**src/rtl/linear_layer_fifo_pkg.sv**
```systemverilog
// Shared helpers for the Linear_Layer SRL FIFO family: width/capacity functions
// and the sticky error-flag record.
package linear_layer_fifo_pkg;

  localparam int FIFO_MIN_DEPTH = 2;

  typedef struct packed {
    logic overflow;
    logic underflow;
  } fifo_err_t;

  function automatic int clog2(input int value);
    int result;
    result = 0;
    while ((32'sd1 <<< result) < value) begin
      result = result + 1;
    end
    return result;
  endfunction

  // Total entries held: SRL plus the optional prefetch register.
  function automatic int fifo_capacity(input int depth, input int out_reg);
    return depth + ((out_reg != 0) ? 1 : 0);
  endfunction

  function automatic int fifo_cnt_width(input int depth, input int out_reg);
    return clog2(fifo_capacity(depth, out_reg) + 1);
  endfunction

endpackage

```
**src/rtl/linear_layer_srl_fifo_store.sv**
```systemverilog
// Reset-less shift-register storage; new data enters at index 0, the read
// address selects any tap combinationally.
module linear_layer_srl_fifo_store
  import linear_layer_fifo_pkg::*;
#(
  parameter int DATA_WIDTH = 8,
  parameter int DEPTH      = 4,
  localparam int ADDR_W    = clog2(DEPTH)
) (
  input  logic                  clk,
  input  logic                  we,
  input  logic [ADDR_W-1:0]     addr,
  input  logic [DATA_WIDTH-1:0] din,
  output logic [DATA_WIDTH-1:0] dout
);

  logic [DATA_WIDTH-1:0] mem_r [DEPTH];

  // Shift chain; deliberately no reset so it maps onto SRL primitives.
  always_ff @(posedge clk) begin
    if (we) begin
      mem_r[0] <= din;
      for (int i = 1; i < DEPTH; i++) begin
        mem_r[i] <= mem_r[i-1];
      end
    end
  end

  // Tap select; out-of-range addresses only occur while the SRL is empty.
  always_comb begin
    if (int'(addr) < DEPTH) begin
      dout = mem_r[addr];
    end else begin
      dout = mem_r[0];
    end
  end

endmodule

```
**src/rtl/linear_layer_srl_fifo_v2.sv**
```systemverilog
// SRL-backed stream FIFO with registered handshake/occupancy flags, sticky error
// flags and an optional prefetch register in front of the output.
module linear_layer_srl_fifo_v2
  import linear_layer_fifo_pkg::*;
#(
  parameter int DATA_WIDTH = 8,
  parameter int DEPTH      = 4,
  parameter int AF_MARGIN  = 1,
  parameter int AE_MARGIN  = 1,
  parameter int OUT_REG    = 0,
  localparam int CNT_W     = fifo_cnt_width(DEPTH, OUT_REG)
) (
  input  logic                  ap_clk,
  input  logic                  ap_rst_n,
  input  logic [DATA_WIDTH-1:0] if_din,
  input  logic                  if_write,
  output logic                  if_full_n,
  output logic                  if_almost_full,
  output logic [DATA_WIDTH-1:0] if_dout,
  input  logic                  if_read,
  output logic                  if_empty_n,
  output logic                  if_almost_empty,
  output logic [CNT_W-1:0]      if_count,
  output logic                  err_overflow,
  output logic                  err_underflow
);

  localparam int CAP       = fifo_capacity(DEPTH, OUT_REG);
  localparam int SRL_CNT_W = clog2(DEPTH + 1);
  localparam int ADDR_W    = clog2(DEPTH);
  localparam logic [CNT_W-1:0] CAP_C = CNT_W'(CAP);
  localparam logic [CNT_W-1:0] AF_C  = CNT_W'(AF_MARGIN);
  localparam logic [CNT_W-1:0] AE_C  = CNT_W'(AE_MARGIN);

  logic [SRL_CNT_W-1:0]  srl_cnt_r, srl_cnt_nxt_s, head_full_s;
  logic [ADDR_W-1:0]     head_addr_s;
  logic [DATA_WIDTH-1:0] srl_dout_s;
  logic                  wr_acc_s, rd_acc_s, srl_pop_s, shift_en_s;
  logic                  pre_valid_r, pre_valid_nxt_s;
  logic [DATA_WIDTH-1:0] pre_data_r, pre_data_nxt_s;
  logic [CNT_W-1:0]      count_r, count_nxt_s;
  logic                  full_n_r, empty_n_r, af_r, ae_r;
  logic                  full_n_nxt_s, empty_n_nxt_s, af_nxt_s, ae_nxt_s;
  fifo_err_t             err_r, err_nxt_s;

  assign wr_acc_s    = if_write & full_n_r;
  assign rd_acc_s    = if_read & empty_n_r;
  assign shift_en_s  = wr_acc_s & ap_rst_n;
  assign head_full_s = srl_cnt_r - SRL_CNT_W'(1);
  assign head_addr_s = head_full_s[ADDR_W-1:0];

  linear_layer_srl_fifo_store #(
    .DATA_WIDTH(DATA_WIDTH),
    .DEPTH     (DEPTH)
  ) u_store (
    .clk (ap_clk),
    .we  (shift_en_s),
    .addr(head_addr_s),
    .din (if_din),
    .dout(srl_dout_s)
  );

  // Head hand-off: either the reader takes the SRL head directly, or the
  // prefetch register refills whenever it is empty or being drained.
  always_comb begin
    srl_pop_s       = 1'b0;
    pre_valid_nxt_s = pre_valid_r;
    pre_data_nxt_s  = pre_data_r;
    if (OUT_REG != 0) begin
      if ((srl_cnt_r != {SRL_CNT_W{1'b0}}) && (!pre_valid_r || rd_acc_s)) begin
        srl_pop_s       = 1'b1;
        pre_valid_nxt_s = 1'b1;
        pre_data_nxt_s  = srl_dout_s;
      end else if (rd_acc_s) begin
        pre_valid_nxt_s = 1'b0;
      end else begin
        pre_valid_nxt_s = pre_valid_r;
      end
    end else begin
      srl_pop_s       = rd_acc_s;
      pre_valid_nxt_s = 1'b0;
      pre_data_nxt_s  = {DATA_WIDTH{1'b0}};
    end
  end

  // Occupancy and flags are derived from next-state count so they register in step.
  always_comb begin
    srl_cnt_nxt_s = srl_cnt_r + SRL_CNT_W'(wr_acc_s) - SRL_CNT_W'(srl_pop_s);
    count_nxt_s   = CNT_W'(srl_cnt_nxt_s) + CNT_W'(pre_valid_nxt_s);
    full_n_nxt_s  = (count_nxt_s != CAP_C);
    af_nxt_s      = ((CAP_C - count_nxt_s) <= AF_C);
    ae_nxt_s      = (count_nxt_s <= AE_C);
    if (OUT_REG != 0) begin
      empty_n_nxt_s = pre_valid_nxt_s;
    end else begin
      empty_n_nxt_s = (srl_cnt_nxt_s != {SRL_CNT_W{1'b0}});
    end
    err_nxt_s.overflow  = err_r.overflow | (if_write & ~full_n_r);
    err_nxt_s.underflow = err_r.underflow | (if_read & ~empty_n_r);
  end

  // State register with synchronous active-low reset.
  always_ff @(posedge ap_clk) begin
    if (!ap_rst_n) begin
      srl_cnt_r   <= {SRL_CNT_W{1'b0}};
      pre_valid_r <= 1'b0;
      pre_data_r  <= {DATA_WIDTH{1'b0}};
      count_r     <= {CNT_W{1'b0}};
      full_n_r    <= 1'b0;
      empty_n_r   <= 1'b0;
      af_r        <= 1'b0;
      ae_r        <= 1'b1;
      err_r       <= '{overflow: 1'b0, underflow: 1'b0};
    end else begin
      srl_cnt_r   <= srl_cnt_nxt_s;
      pre_valid_r <= pre_valid_nxt_s;
      pre_data_r  <= pre_data_nxt_s;
      count_r     <= count_nxt_s;
      full_n_r    <= full_n_nxt_s;
      empty_n_r   <= empty_n_nxt_s;
      af_r        <= af_nxt_s;
      ae_r        <= ae_nxt_s;
      err_r       <= err_nxt_s;
    end
  end

  assign if_full_n       = full_n_r;
  assign if_almost_full  = af_r;
  assign if_empty_n      = empty_n_r;
  assign if_almost_empty = ae_r;
  assign if_count        = count_r;
  assign err_overflow    = err_r.overflow;
  assign err_underflow   = err_r.underflow;
  assign if_dout         = (OUT_REG != 0) ? pre_data_r : srl_dout_s;

endmodule

```
**config.mk**
```make
export PLATFORM = sky130hd
export DESIGN_NAME = linear_layer_srl_fifo_v2
export DESIGN_NICKNAME = d
export VERILOG_FILES = /design/src/rtl/linear_layer_fifo_pkg.sv /design/src/rtl/linear_layer_srl_fifo_store.sv /design/src/rtl/linear_layer_srl_fifo_v2.sv
export SDC_FILE = /design/constraint.sdc
export NUM_CORES = 1
export LEC_CHECK = 0
export ABC_CLOCK_PERIOD_IN_PS = 2400
export BUFFER_PORTS_ARGS = -buffer_cell sky130_fd_sc_hd__clkbuf_2
export CORE_ASPECT_RATIO = 0.6
export CORE_MARGIN = 4
export CORE_UTILIZATION = 50
export CTS_CLUSTER_SIZE = 30
export DETAILED_ROUTE_END_ITERATION = 8
export PLACE_DENSITY = 0.81
export SLEW_MARGIN = 15
export SYNTH_ARGS = -nofsm -noshare
export SYNTH_HDL_FRONTEND = slang
export SYNTH_SLANG_ARGS = --single-unit
```
**constraint.sdc**
```tcl
create_clock -name ap_clk -period 2.4 [get_ports ap_clk]
set_input_delay 0.12 -clock ap_clk [delete_from_list [all_inputs] [get_ports ap_clk]]
set_output_delay 0.12 -clock ap_clk [all_outputs]
set_load 0.05 [all_outputs]
```
Yosys cells after proc, flatten, opt, wreduce, memory -nomap -nowiden

Memory sizes are Yosys's and may differ from the RTL's.
Cells that the tools add are included.

Reduce and logical (&&, ||, !) cells: 1
Add/sub/neg operators: 4
Equality and inequality tests: 1
Bitwise gates (word level): 9
Muxes and demuxes: 2
Magnitude comparators: 2

Operators with widths:

| operator                                                       | number |
|---|---|
| less-or-equal comparator 3 x 1 -> 1 bit, second input constant | 2 |
| bitwise AND 1 bit                                              | 5 |
| adder 3 x 1 -> 3 bit                                           | 1 |
| inequality test 3 bit, second input constant                   | 1 |
| nonzero test 3 bit                                             | 1 |
| subtractor 3 x 1 -> 3 bit                                      | 1 |
| subtractor 3 bit, first input constant                         | 1 |
| two-way mux 1 bit                                              | 2 |
| inverter 1 bit                                                 | 2 |
| bitwise OR 1 bit                                               | 2 |
| subtractor 2 x 1 -> 2 bit, second input constant               | 1 |

Memory bits (writable): 32
Word-level logic and storage cells: 27
Output and inout bits: 17
Memories: 1
Flip-flop bits (word level): 9
Input bits: 12

Memories:

| name          | depth | width | rd ports | clocked after Yosys merged registers in | wr ports | RTL line                          | RTL |
|---|---|---|---|---|---|---|---|
| u_store.mem_r | 4     | 8     | 4        | 0                                       | 4        | linear_layer_srl_fifo_store.sv:17 | `logic [DATA_WIDTH-1:0] mem_r [DEPTH];` |

Longest topological paths before layout

Depth in word-level cells: 5
Mapped depth: 9
Mapped depth without buffers: 9

By module

A second synthesis with hierarchy kept.

Cell total of the unflattened synthesis: 85
Area, all modules: 1611.5 um2

By module, submodules not included:

| module                      | times used | cells an instance | area each (um2) |
|---|---|---|---|
| linear_layer_srl_fifo_store | 1          | 42                | 1157.4 |
| linear_layer_srl_fifo_v2    | 1          | 43                | 454.2 |

Worst setup path before layout

OpenSTA, ideal clock, no wires.

Path type: reg-to-reg
Start: register full_n_r, in the netlist if_full_n
End: register af_r, in the netlist if_almost_full
Setup time: 116 ps
Arrival time: 2387 ps
Setup slack: -104 ps
Cell stages (with the launch flop): 10
Cells stage by stage: dfxtp_1 -> nand2_1 -> ha_1 -> inv_1 -> ha_1 -> fa_1 -> xnor3_2 -> inv_1 -> ha_1 -> o211a_1

Cells in the longest elaborated chain, start to end: 5

RTL lines:

| element                                 | RTL line                        | RTL |
|---|---|---|
| from (decl)                             | linear_layer_srl_fifo_v2.sv:42  | `logic full_n_r, empty_n_r, af_r, ae_r;` |
| from (signal assigned)                  | linear_layer_srl_fifo_v2.sv:119 | `full_n_r <= full_n_nxt_s;` |
| bitwise AND 1 bit                       | linear_layer_srl_fifo_v2.sv:46  | `assign wr_acc_s = if_write & full_n_r;` |
| adder 3 x 1 -> 3 bit                    | linear_layer_srl_fifo_v2.sv:88  | `srl_cnt_nxt_s = srl_cnt_r + SRL_CNT_W'(wr_acc_s) - SRL_CNT_W'(srl_pop_s);` |
| subtractor 3 x 1 -> 3 bit               | linear_layer_srl_fifo_v2.sv:88  |  |
| via count_nxt_s[2]                      | linear_layer_srl_fifo_v2.sv:41  | `logic [CNT_W-1:0] count_r, count_nxt_s;` |
| subtractor 3 bit                        | linear_layer_srl_fifo_v2.sv:91  | `af_nxt_s = ((CAP_C - count_nxt_s) <= AF_C);` |
| less-or-equal comparator 3 x 1 -> 1 bit | linear_layer_srl_fifo_v2.sv:91  |  |
| to (signal assigned)                    | linear_layer_srl_fifo_v2.sv:121 | `af_r <= af_nxt_s;` |
| to (decl)                               | linear_layer_srl_fifo_v2.sv:42  |  |

The timed path passes the listed nets, and every way through them passes these cells.
A chain may end at the register's enable or synchronous reset.

Worst setup path in the final report

Start: register empty_n_r, in the netlist if_empty_n
End: register af_r, in the netlist if_almost_full

Cells in the longest elaborated chain, start to end: 4

RTL lines:

| element                                 | RTL line                        | RTL |
|---|---|---|
| from (decl)                             | linear_layer_srl_fifo_v2.sv:42  |  |
| from (signal assigned)                  | linear_layer_srl_fifo_v2.sv:120 | `empty_n_r <= empty_n_nxt_s;` |
| bitwise AND 1 bit                       | linear_layer_srl_fifo_v2.sv:47  | `assign rd_acc_s = if_read & empty_n_r;` |
| subtractor 3 x 1 -> 3 bit               | linear_layer_srl_fifo_v2.sv:88  |  |
| via count_nxt_s[1]                      | linear_layer_srl_fifo_v2.sv:41  |  |
| subtractor 3 bit                        | linear_layer_srl_fifo_v2.sv:91  |  |
| less-or-equal comparator 3 x 1 -> 1 bit | linear_layer_srl_fifo_v2.sv:91  |  |

The timed path passes the listed nets, and every way through them passes these cells.

==> key figures <==
GRT
  • Largest net degree at the start of global routing: 33
  • Met3 Usage GRT: 5.15%
  • GRT busiest layer: met2
  • Tot GR Track Use: 13.7%
  • Overflow after GRT: 0
  • Initial antenna violation count: 0
  • Routing usage on met2: 23.4%
  • Global routing usage on met1: 16.0%
  • Global-route wire length before repair: 4110 um
  • Vias in the first global route: 909

Final layout
  • Final Cell Area: 0.00198 mm^2
  • Area growth, synth to finish: 21.3%
  • Post-Layout Cell Count: 165
  • Ant diodes: 0
  • Fin util: 66.2%
  • Share of layout cells above drive strength 1: 34.1%
  • Nets@finish: 142

Logic synthesis
  • Register area share after synthesis: 70.0%
  • Mapped Nets: 103
  • Average size of a mapped cell: 19.6 um^2
  • Synth Register Bits: 41
  • Synthesized netlist cell count: 83
  • Syn Std Cell Area: 0.00163 mm^2
  • EDFF count, synth: 32
  • Ys Warns: 0
  • Synth async-reset ratio: 0%
  • Most used DFF post-synth: edfxtp_1
  • Distinct cells, synth: 19

Floorplanning
  • Initial Util: 54.6%
  • Ports: 29
  • Die Y-Extent: 52.2 um
  • Row cnt: 15
  • Core Area: 0.00298 mm^2
  • Die footprint: 0.00427 mm^2
  • Die span in x: 81.7 um

Routing
  • WL per Instance: 15.5 um
  • Initial drt markers: 28
  • Post-route ant nets: 0
  • Total number of vias: 834
  • Post-Route WL: 2550 um
  • Remaining DRCs: 0
  • First drt pass iteration count: 4
  • Vias per cell: 5.05

Clock network
  • Setup bufs post-CTS: 0
  • CTS Buffer Depth: 2
  • Clock Sinks: 41
  • CTS tree: built
  • H-tree levels: 2
  • Clock transition at the registers of the reported paths: 70 ps
  • TritonCTS Buffers: 5
  • CTS root buffer: clkbuf_8
  • Worst skew pair latency: 280 ps

Timing
  • Layout Skew: 6.72 ps
  • Unrepaired setup endpoints after global routing: no
  • Worst-Margin Slew: 378 ps
  • Final Hold Fails: 0
  • Fmax: 424 MHz
  • Final setup violation count: 0
  • Pins Over Slew Limit: 0
  • Setup_tns: 0 ps
  • Final period util: 98.2%
  • Tmin final: 2360 ps
  • Rel. slew slack: 74.8%

Placed design
  • HPWL after DPL: 1780 um
  • Port Buffers: 28
  • Dpl cell area: 0.00183 mm^2
  • Final Wtd Congestion: 0.710
  • Placed Instances: 153

Worst setup path
  • Crit path DAT: 2530 ps
  • R2r setup slk: 40 ps
  • Crit end category: flop
  • Crit start category: flop
  • Worst path required time: 2580 ps
  • Largest fanout on the critical path: 4
  • WS Path Type: reg -> reg

Outcome
  • Status: complete, no violations

Run
  • Max_cap viols: 0

Min path
  • Worst Hold Class: in -> reg
cells in the mapped netlist, types with 2 or more instances:
master    instances  area (um^2)
ha_1              7         87.6
o21a_1            2         15.0
dfxtp_1           9          180
mux4_1            8          210
and2_1            4         25.0
nor2b_1           4         25.0
edfxtp_1         32          961
inv_1             6         22.5
final cells by class:
cell class	count	area (um^2)
clock buffers	6	72.6
clock inverters	2	33.8
fillers	207	1010
inverters	6	22.5
multi-input cells	33	448
flip-flops and latches	41	1140
well taps	42	52.6
repair buffers	35	203
worst max-delay path: stages, from the launching register on:
cell and delay [ps]:
dfxtp_2 330, and2_1 150, ha_1 270, inv_1 40
ha_1 180, fa_2 580, inv_1 80, ha_1 200
ha_1 280, o211a_1 120
stage by stage:
stage	worst slack, ps	hold slack (ps)
2_1_floorplan	75.7	219
3_3_place_gp	155	298
3_5_place_dp	51.9	299
4_1_cts	40.9	0.928
5_1_grt	4.07	0.429
6_report	44.2	8.94
registers in the layout (all words and copies together), names as in the netlist:
| register | count |
|---|---|
| u_store.mem_r | 32 |
| if_count | 3 |
| err_overflow | 1 |
| err_underflow | 1 |
| if_almost_empty | 1 |
| if_almost_full | 1 |
| if_empty_n | 1 |
| if_full_n | 1 |
kinds of logic after synthesis:
kind of cell,after synthesis,share of synthesized area [%]
AND/OR/NAND/NOR,11,3.92
buffers and inverters,9,2.61
adder cells (fa/ha/maj),8,6.61
XOR/XNOR,1,1.46
multiplexers,8,12.9
flip-flops,41,70.0
AO/OA/AOI/OAI,5,2.46
cells in the final DEF, fill, tap and decap left out:
cell | synthesis | routed
ha_1 | 7 | 7
o21a_1 | 2 | 2
buf_4 | 0 | 3
and3_1 | 1 | 1
o211a_1 | 1 | 1
clkinv_1 | 0 | 1
dlygate4sd3_1 | 0 | 4
edfxtp_1 | 32 | 32
o21ai_1 | 1 | 1
dfxtp_2 | 0 | 2
xnor3_2 | 1 | 1
clkbuf_8 | 0 | 5
dfxtp_1 | 9 | 7
nor2b_1 | 4 | 4
clkbuf_2 | 0 | 28
nand2_1 | 1 | 1
clkbuf_1 | 1 | 1
and2_1 | 4 | 4
inv_1 | 6 | 6
mux4_1 | 8 | 8
o21ba_2 | 1 | 1
nor2_1 | 1 | 1
bufinv_16 | 0 | 1
fa_2 | 0 | 1
path summary, 6_finish.rpt:
check | startpoint | endpoint | cells past startpoint
worst max register to register | if_empty_n | if_almost_full | 9
worst max-delay path | if_empty_n | if_almost_full | 9
worst min register to register | u_store.mem_r[0][4] | u_store.mem_r[1][4] | 0
worst min-delay path | if_din[4] | u_store.mem_r[0][4] | 1
repair_timing:
item / in CTS / in global routing
hold endpoints to repair: 3 / 1
resized for setup: 0 / 1
hold buffers: 3 / 1
setup endpoints to repair: 0 / 1
routing by layer:
layer	part of all wire (%)	wire, um	vias up
li1	-	-	399
met1	42	1080	412
met2	52	1330	18
met3	4.3	110	5
met4	1.3	32	0
met5	0	0	-
Power is not shown: default switching activity piles up to over one toggle a cycle in this logic, so the estimate is an artifact.
